==> src/rtl/spi_seq_pkg.sv <==
// Shared types for the table-driven SPI command sequencer: opcodes, FSM states
// and the table entry layout at the default 8-bit payload width.
package spi_seq_pkg;

    localparam int SEQ_OP_W   = 2;
    localparam int SEQ_DATA_W = 8;

    typedef enum logic [SEQ_OP_W-1:0] {
        OP_SEND_CMD  = 2'b00,
        OP_SEND_DATA = 2'b01,
        OP_DELAY     = 2'b10,
        OP_END       = 2'b11
    } seq_op_e;

    typedef enum logic [2:0] {
        ST_IDLE,
        ST_STARTWAIT,
        ST_FETCH,
        ST_DECODE,
        ST_SEND,
        ST_WAIT,
        ST_DELAY,
        ST_FINISH
    } seq_state_e;

    typedef struct packed {
        seq_op_e                 op;
        logic [SEQ_DATA_W-1:0]   payload;
    } seq_entry_t;

endpackage

==> src/rtl/seq_delay_timer.sv <==
// DELAY entry timer: outer unit down-counter driven by a DELAY_SCALE prescaler,
// so payload*DELAY_SCALE cycles are timed without a multiplier.
module seq_delay_timer
    import spi_seq_pkg::*;
#(
    parameter int DATA_W      = 8,
    parameter int DELAY_SCALE = 1024
) (
    input  logic              clk,
    input  logic              reset_n,
    input  logic              load,
    input  logic              run,
    input  logic [DATA_W-1:0] payload,
    output logic              expired
);

    localparam int PRE_W = (DELAY_SCALE > 1) ? $clog2(DELAY_SCALE) : 1;
    localparam logic [PRE_W-1:0] PRE_LOAD = PRE_W'(DELAY_SCALE - 1);

    logic [DATA_W-1:0] unit_q, unit_d;
    logic [PRE_W-1:0]  pre_q, pre_d;

    // Terminal count is the last prescaler tick of the last unit; a zero
    // payload is already expired on its first cycle.
    assign expired = (unit_q == '0) || ((unit_q == DATA_W'(1)) && (pre_q == '0));

    always_comb begin
        unit_d = unit_q;
        pre_d  = pre_q;
        if (load) begin
            unit_d = payload;
            pre_d  = PRE_LOAD;
        end else if (run && !expired) begin
            if (pre_q == '0) begin
                pre_d  = PRE_LOAD;
                unit_d = unit_q - DATA_W'(1);
            end else begin
                pre_d = pre_q - PRE_W'(1);
            end
        end
    end

    always_ff @(posedge clk or negedge reset_n) begin
        if (!reset_n) begin
            unit_q <= '0;
            pre_q  <= '0;
        end else begin
            unit_q <= unit_d;
            pre_q  <= pre_d;
        end
    end

endmodule

==> src/rtl/spi_cmd_sequencer.sv <==
// Walks a command ROM and feeds spi_controller one byte per SEND entry.
// Optional SPI_SEQ_LOOP_EN: an END entry with loop=1 restarts at address 0.
//
// state     | meaning
// IDLE      | waiting for go
// STARTWAIT | settle delay after go
// FETCH     | rom_addr presented, ROM latency cycle
// DECODE    | entry on rom_data, dispatch on opcode
// SEND      | waiting for controller idle, then spi_start
// WAIT      | waiting for spi_done
// DELAY     | timing a DELAY entry
// FINISH    | seq_done pulse
module spi_cmd_sequencer
    import spi_seq_pkg::*;
#(
    parameter int DATA_W      = 8,
    parameter int DEPTH       = 16,
    parameter int DELAY_SCALE = 1024,
    parameter int START_DELAY = 10,
    localparam int AW         = $clog2(DEPTH)
) (
    input  logic                clk,
    input  logic                reset_n,
    input  logic                go,
    input  logic                loop,
    output logic [AW-1:0]       rom_addr,
    input  logic [DATA_W+1:0]   rom_data,
    output logic                spi_start,
    output logic [DATA_W-1:0]   spi_data,
    output logic                spi_dc,
    input  logic                spi_busy,
    input  logic                spi_done,
    output logic                seq_busy,
    output logic                seq_done,
    output logic                seq_err
);

    localparam int SW_W = (START_DELAY > 1) ? $clog2(START_DELAY) : 1;
    localparam logic [SW_W-1:0] SW_LOAD = (START_DELAY > 0) ? SW_W'(START_DELAY - 1) : '0;

    seq_state_e          state_q, state_d;
    logic [AW-1:0]       rom_addr_q, rom_addr_d;
    logic [DATA_W-1:0]   spi_data_q, spi_data_d;
    logic                spi_dc_q, spi_dc_d;
    logic                seq_err_q, seq_err_d;
    logic [SW_W-1:0]     sw_cnt_q, sw_cnt_d;

    seq_op_e             op;
    logic [DATA_W-1:0]   payload;
    logic                tmr_load;
    logic                tmr_run;
    logic                tmr_expired;
    logic                advance;
    logic                last_addr;
    logic                start;

    assign op        = seq_op_e'(rom_data[DATA_W +: SEQ_OP_W]);
    assign payload   = rom_data[DATA_W-1:0];
    assign last_addr = (rom_addr_q == AW'(DEPTH - 1));
    assign tmr_load  = (state_q == ST_DECODE) && (op == OP_DELAY);
    assign tmr_run   = (state_q == ST_DELAY);

`ifndef SPI_SEQ_LOOP_EN
    logic unused_loop;
    assign unused_loop = loop;
`endif

    seq_delay_timer #(
        .DATA_W      (DATA_W),
        .DELAY_SCALE (DELAY_SCALE)
    ) u_delay_timer (
        .clk     (clk),
        .reset_n (reset_n),
        .load    (tmr_load),
        .run     (tmr_run),
        .payload (payload),
        .expired (tmr_expired)
    );

    always_comb begin
        state_d    = state_q;
        rom_addr_d = rom_addr_q;
        spi_data_d = spi_data_q;
        spi_dc_d   = spi_dc_q;
        seq_err_d  = seq_err_q;
        sw_cnt_d   = sw_cnt_q;
        start      = 1'b0;
        advance    = 1'b0;

        case (state_q)
            ST_IDLE: begin
                if (go) begin
                    state_d    = ST_STARTWAIT;
                    seq_err_d  = 1'b0;
                    rom_addr_d = '0;
                    sw_cnt_d   = SW_LOAD;
                end
            end
            ST_STARTWAIT: begin
                if (sw_cnt_q == '0) begin
                    state_d = ST_FETCH;
                end else begin
                    sw_cnt_d = sw_cnt_q - SW_W'(1);
                end
            end
            ST_FETCH: state_d = ST_DECODE;
            ST_DECODE: begin
                case (op)
                    OP_SEND_CMD, OP_SEND_DATA: begin
                        spi_data_d = payload;
                        spi_dc_d   = (op == OP_SEND_DATA);
                        state_d    = ST_SEND;
                    end
                    OP_DELAY: state_d = ST_DELAY;
                    default: begin
`ifdef SPI_SEQ_LOOP_EN
                        if (loop) begin
                            rom_addr_d = '0;
                            state_d    = ST_FETCH;
                        end else begin
                            state_d = ST_FINISH;
                        end
`else
                        state_d = ST_FINISH;
`endif
                    end
                endcase
            end
            ST_SEND: begin
                if (!spi_busy) begin
                    start   = 1'b1;
                    state_d = ST_WAIT;
                end
            end
            ST_WAIT:   advance = spi_done;
            ST_DELAY:  advance = tmr_expired;
            ST_FINISH: begin
                rom_addr_d = '0;
                state_d    = ST_IDLE;
            end
            default:   state_d = ST_IDLE;
        endcase

        // Running off the end of the table is an error rather than a wrap.
        if (advance) begin
            if (last_addr) begin
                seq_err_d = 1'b1;
                state_d   = ST_FINISH;
            end else begin
                rom_addr_d = rom_addr_q + AW'(1);
                state_d    = ST_FETCH;
            end
        end
    end

    always_ff @(posedge clk or negedge reset_n) begin
        if (!reset_n) begin
            state_q    <= ST_IDLE;
            rom_addr_q <= '0;
            spi_data_q <= '0;
            spi_dc_q   <= 1'b0;
            seq_err_q  <= 1'b0;
            sw_cnt_q   <= '0;
        end else begin
            state_q    <= state_d;
            rom_addr_q <= rom_addr_d;
            spi_data_q <= spi_data_d;
            spi_dc_q   <= spi_dc_d;
            seq_err_q  <= seq_err_d;
            sw_cnt_q   <= sw_cnt_d;
        end
    end

    assign rom_addr  = rom_addr_q;
    assign spi_data  = spi_data_q;
    assign spi_dc    = spi_dc_q;
    assign seq_err   = seq_err_q;
    assign spi_start = start;
    assign seq_busy  = (state_q != ST_IDLE) && (state_q != ST_FINISH);
    assign seq_done  = (state_q == ST_FINISH);

endmodule
==> config.mk <==
export PLATFORM = sky130hd
export DESIGN_NAME = spi_cmd_sequencer
export DESIGN_NICKNAME = d
export VERILOG_FILES = /design/src/rtl/spi_seq_pkg.sv /design/src/rtl/seq_delay_timer.sv /design/src/rtl/spi_cmd_sequencer.sv
export SDC_FILE = /design/constraint.sdc
export NUM_CORES = 1
export LEC_CHECK = 0
export CAP_MARGIN = 10
export CORE_ASPECT_RATIO = 0.8
export CORE_UTILIZATION = 36
export CTS_CLUSTER_SIZE = 16
export DETAILED_ROUTE_END_ITERATION = 12
export SKIP_LAST_GASP = 1
export SLEW_MARGIN = 10
export SYNTH_ARGS = -nofsm -noshare
export SYNTH_HDL_FRONTEND = slang
export SYNTH_SLANG_ARGS = --single-unit
==> constraint.sdc <==
create_clock -name clk -period 2.8 [get_ports clk]
set_input_delay 0.84 -clock clk [delete_from_list [all_inputs] [get_ports clk]]
set_output_delay 0.84 -clock clk [all_outputs]
set_load 0.03 [all_outputs]
==> flow_metrics.tcl, run 1 <==
set metrics [dict create \
    dr_wl_met3_um 147 \
    fin_util_pct 46.6 \
    post_cts_buffers 0 \
    tightestPinTransition_ns 0.555 \
    async_reset_ff_share_pct 100 \
    slew_headroom_pct 63.0 \
    finalCriticalPeriod_ns 2.47 \
    required_ns 1.96 \
    num_vias 1782 \
    crit_chain "inv_2 -> nor2_1 -> nor2_1 -> clkdlybuf4s50_1" \
    fp.dieW_um 89.8 \
    ir_worst_vdd_mv 0.243 \
    numCtsBuffers 5 \
    areaGrowthSynthToFinish_pct 24.5 \
    initial_utilization_pct 37.4 \
    fp.dieH_um 72.3 \
    path_buf_inv 2 \
    yosysWarnings 0 \
    power.internal_w 0.000779 \
    grt_pass1_vias 1640 \
    clock_latency_ns 0.29 \
    synth_nets 256 \
    reg2reg_to "u_delay_timer.unit_q[1]" \
    clock_sinks 39 \
    clock_tree.root_cell "clkbuf_8" \
    crit_top_cell "nor2_1" \
    post-route-period-util_pct 88.2 \
    r2r-start "u_delay_timer.pre_q[0]" \
    grt_max_degree 19 \
    hpwl_um 3410 \
    max_freq_mhz 405 \
    row_count 25 \
    syn_avg_cell_area_um2 9.54 \
    drv_slew 0 \
    place_congestion 0.752 \
    synth_flop_cell "dfrtp_1" \
    syn_area_um2 2220 \
    drc 0 \
    hold_class "in2async" \
    end_kind "output pin" \
    p_sw_w 0.000234 \
    wl_met1_um 2480 \
    drive_gt1_share_pct 15.6 \
    seq_area_frac_synth_pct 43.9 \
    wl_per_cell_um 12.9 \
    grt_use_total_pct 15.5 \
    powerDensity_nw_per_um2 366 \
    clock_skew_ns 0.00669 \
    dr.max_layer_used "met4" \
    dr.pass1.iters 4 \
    outcome "finished, final reports clean" \
    pin_count 33 \
    netlist_instances 233 \
    rr_worst_depth 7 \
    cts_resized 0 \
    critPathLaunchType "flip-flop" \
    cpPeakStageDelay_ns 0.67 \
    p_seq_share_pct 56.5 \
    hold_viol 0 \
    core_um2 5940 \
    cts_buffer_depth 2 \
    drt_iter0_drc 114 \
    ant_nets 0 \
    whs_ns 0.440 \
    worstPathArrival_ns 1.63 \
    cts-hold-fix-buffers 0 \
    setup_viol 0 \
    rsz0062_at_grt "false" \
    clkTransAtPathRegs_ns 0.08 \
    slowest_stage "clkdlybuf4s50_1" \
    clockPowerShare_pct 36.5 \
    die_area_um2 6490 \
    path_max_fanout 5 \
    wl_met2_um 1940 \
    synth_seq_cells 39 \
    nets 298 \
    routed_wl_um 4590 \
    antenna_found_initial 0 \
    swShare_pct 23.1 \
    tns_ns 0 \
    comb_power_share_pct 7.0 \
    synth.distinct_cells 45 \
    synth_edf_count 0 \
    overflow 0 \
    max-cap-violations 0 \
    grt_pass1_wl_um 7930 \
    reg2reg_slack_ns 0.63 \
    critPathTopFamily "buffers and inverters" \
    io_buffers 31 \
    cts_tree "done" \
    critPathKind "reg2out" \
    n_antenna_cell 0 \
    htreeDepth 2 \
    drt-vias-per-instance 4.99 \
    p_leak_nw 1.06 \
]
per-layer routing:
metal | vias up | GRT usage (%)
li1 | 909 | -
met1 | 838 | 23.0
met2 | 33 | 22.6
met3 | 2 | 3.46
met4 | 0 | 4.37
met5 | - | 0
per-stage QoR:
step                cells  area (um2)  worst slack [ns]  power, W
floorplan             233        2220             0.439  0.000603
global placement      349        2680             0.128  0.000656
detailed placement    349        2680             0.120  0.000656
CTS                   357        2770             0.316   0.00103
global route          357        2770             0.246   0.00106
finish                357        2770             0.330   0.00101
cell usage after synthesis (all sizes together), types with 5 or more instances:
cell type | count | area share [%]
a21oi | 17 | 3.8
nand2 | 29 | 4.9
ha | 7 | 3.9
xnor2 | 10 | 3.9
nor3 | 11 | 2.9
dfrtp | 39 | 44
clkbuf | 6 | 1.0
nor2 | 23 | 4.6
mux2 | 9 | 4.6
inv | 10 | 1.7
nand3 | 5 | 1.1
o21ai | 17 | 3.8
power groups by stage:
stage                     clock (W)  combinational (W)  sequential, W
final                      0.000370          0.0000708       0.000572
after global routing       0.000413          0.0000769       0.000573
after CTS                  0.000386          0.0000726       0.000573
after detailed placement          0          0.0000722       0.000584
after global placement            0          0.0000725       0.000583
after floorplan                   0         0.00000615       0.000597
registers in the layout (all words and copies together) (netlist names):
| register | cells |
|---|---|
| u_delay_timer.unit_q | 8 |
| seq_err | 1 |
| state_q | 3 |
| spi_dc | 1 |
| rom_addr | 4 |
| sw_cnt_q | 4 |
| u_delay_timer.pre_q | 10 |
| spi_data | 8 |
cell type report:
class / instances / area (um2)
Clock inverter: 2 / 12.5
Inverter: 10 / 37.5
Fill cell: 589 / 3180
Multi-Input combinational cell: 174 / 1160
Tap cell: 81 / 101
Sequential cell: 39 / 976
Timing Repair Buffer: 45 / 408
Clock buffer: 6 / 72.6
worst max path at each step:
stage	to	slack [ns]	from	depth (start not counted)
final	seq_busy	0.33	state_q[2]	4
after global routing	seq_done	0.25	state_q[2]	3
after CTS	seq_busy	0.32	state_q[2]	4
after detailed placement	u_delay_timer.pre_q[3]	0.12	rom_data[9]	7
after global placement	u_delay_timer.pre_q[6]	0.13	rom_data[9]	7
after floorplan	spi_start	0.44	spi_busy	1
cell usage in the layout, fill, tap and decap left out, types with 2 or more instances in the layout:
| cell type | n |
|---|---|
| dfrtp_1 | 39 |
| nand2_1 | 29 |
| clkdlybuf4s50_1 | 29 |
| nor2_1 | 21 |
| a21oi_1 | 17 |
| buf_4 | 15 |
| o21ai_1 | 12 |
| xnor2_1 | 10 |
| inv_1 | 9 |
| nor3_1 | 9 |
| mux2_2 | 9 |
| ha_1 | 7 |
| nand3_1 | 5 |
| o21ai_0 | 5 |
| clkbuf_8 | 5 |
| o22ai_1 | 4 |
| nor4_1 | 3 |
| nand2b_1 | 3 |
| or3_1 | 3 |
| a211oi_1 | 3 |
| nor3b_1 | 2 |
| nand3b_1 | 2 |
| nor2_4 | 2 |
| and3_1 | 2 |
| mux2i_1 | 2 |
| o211ai_1 | 2 |
| a2111oi_2 | 2 |
| nor3_2 | 2 |
| a22oi_1 | 2 |
| a31oi_1 | 2 |
cells by family after synthesis:
group | Yosys count | synth area share (%)
and+or+nand+nor | 85 | 19.2
AOI/OAI and AO/OA | 60 | 19.3
DFF | 39 | 43.9
buffers and inverters | 20 | 3.88
xor gates and xnor gates | 11 | 4.34
muxes | 11 | 5.46
adders and majority gates | 7 | 3.94
Power figures use the tool's default switching activity.
==> run 2: changes to the inputs <==
--- a/config.mk
+++ b/config.mk
@@ -15,3 +15,4 @@
 export SYNTH_ARGS = -nofsm -noshare
 export SYNTH_HDL_FRONTEND = slang
 export SYNTH_SLANG_ARGS = --single-unit
+export TNS_END_PERCENT = 1
==> results of run 2 <==
The final DEF is identical to that of run 1; final timing and power are the same.
==> run 3: changes to the inputs <==
--- a/config.mk
+++ b/config.mk
@@ -7,9 +7,10 @@
 export LEC_CHECK = 0
 export CAP_MARGIN = 10
 export CORE_ASPECT_RATIO = 0.8
-export CORE_UTILIZATION = 36
+export CORE_UTILIZATION = 54
 export CTS_CLUSTER_SIZE = 16
 export DETAILED_ROUTE_END_ITERATION = 12
+export PLACE_DENSITY = 0.8
 export SKIP_LAST_GASP = 1
 export SLEW_MARGIN = 10
 export SYNTH_ARGS = -nofsm -noshare
==> run 3 against run 2 <==
Final area shrank 3.2%; via count grew 2.4%; sequential cell count did not move; clock power hardly changed; routed wire length fell by 2.5%; fmax shrank 9.3%; final cell count shrank 9.2%; critical endpoint is now seq_done.
==> flow_metrics.tcl, run 3 (synthesis gave the netlist of run 1 again) <==
set metrics [dict create \
    clkTransAtPathRegs_ns 0.07 \
    clock_latency_ns 0.30 \
    hold_viol 0 \
    wl_per_cell_um 13.8 \
    wl_met1_um 2210 \
    row_count 20 \
    finalCriticalPeriod_ns 2.72 \
    cts_tree "done" \
    slowest_stage "clkdlybuf4s50_1" \
    num_vias 1824 \
    clock_tree.root_cell "clkbuf_8" \
    fp.dieW_um 73.7 \
    overflow 0 \
    setup_viol 0 \
    whs_ns 0.509 \
    ant_nets 0 \
    drt_iter0_drc 129 \
    powerDensity_nw_per_um2 377 \
    dr_wl_met3_um 167 \
    drv_slew 0 \
    max_freq_mhz 367 \
    grt_use_total_pct 22.7 \
    drc 0 \
    hold_class "reg2reg" \
    required_ns 1.96 \
    setup.worst_path.start "state_q[2]" \
    place_congestion 0.834 \
    cts_buffer_depth 2 \
    n_antenna_cell 0 \
    reg2reg_slack_ns 0.58 \
    largest_reg_flops 10 \
    nets 291 \
    path_buf_inv 2 \
    critPathKind "reg2out" \
    crit_chain "inv_2 -> nor2_1 -> clkdlybuf4s50_1" \
    fin_util_pct 69.1 \
    regMostFlops "u_delay_timer.pre_q" \
    pin_count 33 \
    crit_cells 3 \
    wl_met2_um 2010 \
    ir_worst_vdd_mv 0.303 \
    rr_worst_depth 7 \
    worstPathArrival_ns 1.88 \
    post_cts_buffers 0 \
    final_cell_mix "dfrtp_1 (39), nand2_1 (29), clkdlybuf4s50_1 (29), nor2_1 (21), a21oi_1 (17)" \
    layout_commonest_cell "dfrtp_1" \
    grt_max_degree 40 \
    r2r-start "u_delay_timer.pre_q[0]" \
    grt_pass1_vias 1605 \
    areaGrowthSynthToFinish_pct 20.6 \
    end_kind "output pin" \
    routed_wl_um 4470 \
    critPathLaunchType "flip-flop" \
    critPathTopFamily "buffers and inverters" \
    max-cap-violations 0 \
    cts-hold-fix-buffers 0 \
    slew_headroom_pct 43.3 \
    cts_resized 0 \
    dr.max_layer_used "met4" \
    path_max_fanout 10 \
    crit_end "seq_done" \
    clock_sinks 39 \
    rsz0062_at_grt "false" \
    initial_utilization_pct 57.3 \
    cpPeakStageDelay_ns 0.71 \
    p_leak_nw 1.03 \
    io_buffers 31 \
    die_area_um2 4380 \
    clock_skew_ns 0.00751 \
    drt-vias-per-instance 5.63 \
    outcome "finished, final reports clean" \
    antenna_found_initial 0 \
    dr.pass1.iters 4 \
    tightestPinTransition_ns 0.850 \
    post-route-period-util_pct 97.3 \
    grt_pass1_wl_um 7330 \
    htreeDepth 2 \
    hpwl_um 3160 \
    fp.dieH_um 59.4 \
    numCtsBuffers 5 \
    drive_gt1_share_pct 13.0 \
    reg2reg_to "u_delay_timer.unit_q[1]" \
    core_um2 3880 \
]
-- run 3: changes by cell type in the layout (fill, tap and decap cells not counted), sizes merged --
cell      change
buf           -7
clkbuf        +1
clkinvlp      -1
-- run 3: worst min path at each step --
stage                start          end  slack (ns)  depth (start not counted)
6_report            spi_dc       spi_dc        0.51                          1
5_1_grt        sw_cnt_q[0]  sw_cnt_q[0]        0.53                          1
4_1_cts             spi_dc       spi_dc        0.51                          1
3_5_place_dp        spi_dc       spi_dc        0.49                          1
3_3_place_gp   spi_data[0]  spi_data[0]        0.49                          1
2_1_floorplan  sw_cnt_q[0]  sw_cnt_q[0]        0.47                          1
-- run 3: worst reg2reg max path, stage by stage, from the launching register on --
cell and delay, ns:
dfrtp_1 0.42, inv_1 0.11, ha_1 0.14, nor3b_1 0.39, nand3_1 0.21, o31a_1 0.46, a211oi_1 0.30, a21oi_1 0.07
-- run 3: layer usage --
metal | vias up | GRT usage, %
li1 | 900 | -
met4 | 0 | 11.0
met2 | 38 | 34.2
met5 | - | 0
met1 | 877 | 30.9
met3 | 9 | 5.27
-- run 3: final cells by class --
class | count | area [um2]
sequential | 39 | 976
multi-input combinational | 174 | 1160
fill | 314 | 1200
timing repair buffer | 38 | 355
inverter | 10 | 37.5
clock inverter | 1 | 5.00
clock buffer | 7 | 76.3
tap | 55 | 68.8
-- run 3: through the flow --
| stage | setup TNS [ns] | total power, W | setup WS [ns] | cell area, um2 | cells |
|---|---|---|---|---|---|
| 5_1_grt | 0 | 0.00105 | 0.0471 | 2680 | 324 |
| 2_1_floorplan | 0 | 0.000603 | 0.439 | 2220 | 233 |
| 3_3_place_gp | 0 | 0.000652 | 0.0405 | 2600 | 316 |
| 3_5_place_dp | -0.0197 | 0.000652 | -0.0197 | 2600 | 316 |
| 6_report | 0 | 0.00101 | 0.0763 | 2680 | 324 |
| 4_1_cts | 0 | 0.00102 | 0.0861 | 2680 | 324 |
-- run 3: power by group --
group / leakage [nW] / switching, W / internal, W
sequential: 0.437 / 0.00000318 / 0.000570
combinational: 0.554 / 0.0000344 / 0.0000333
clock: 0.0422 / 0.000194 / 0.000175
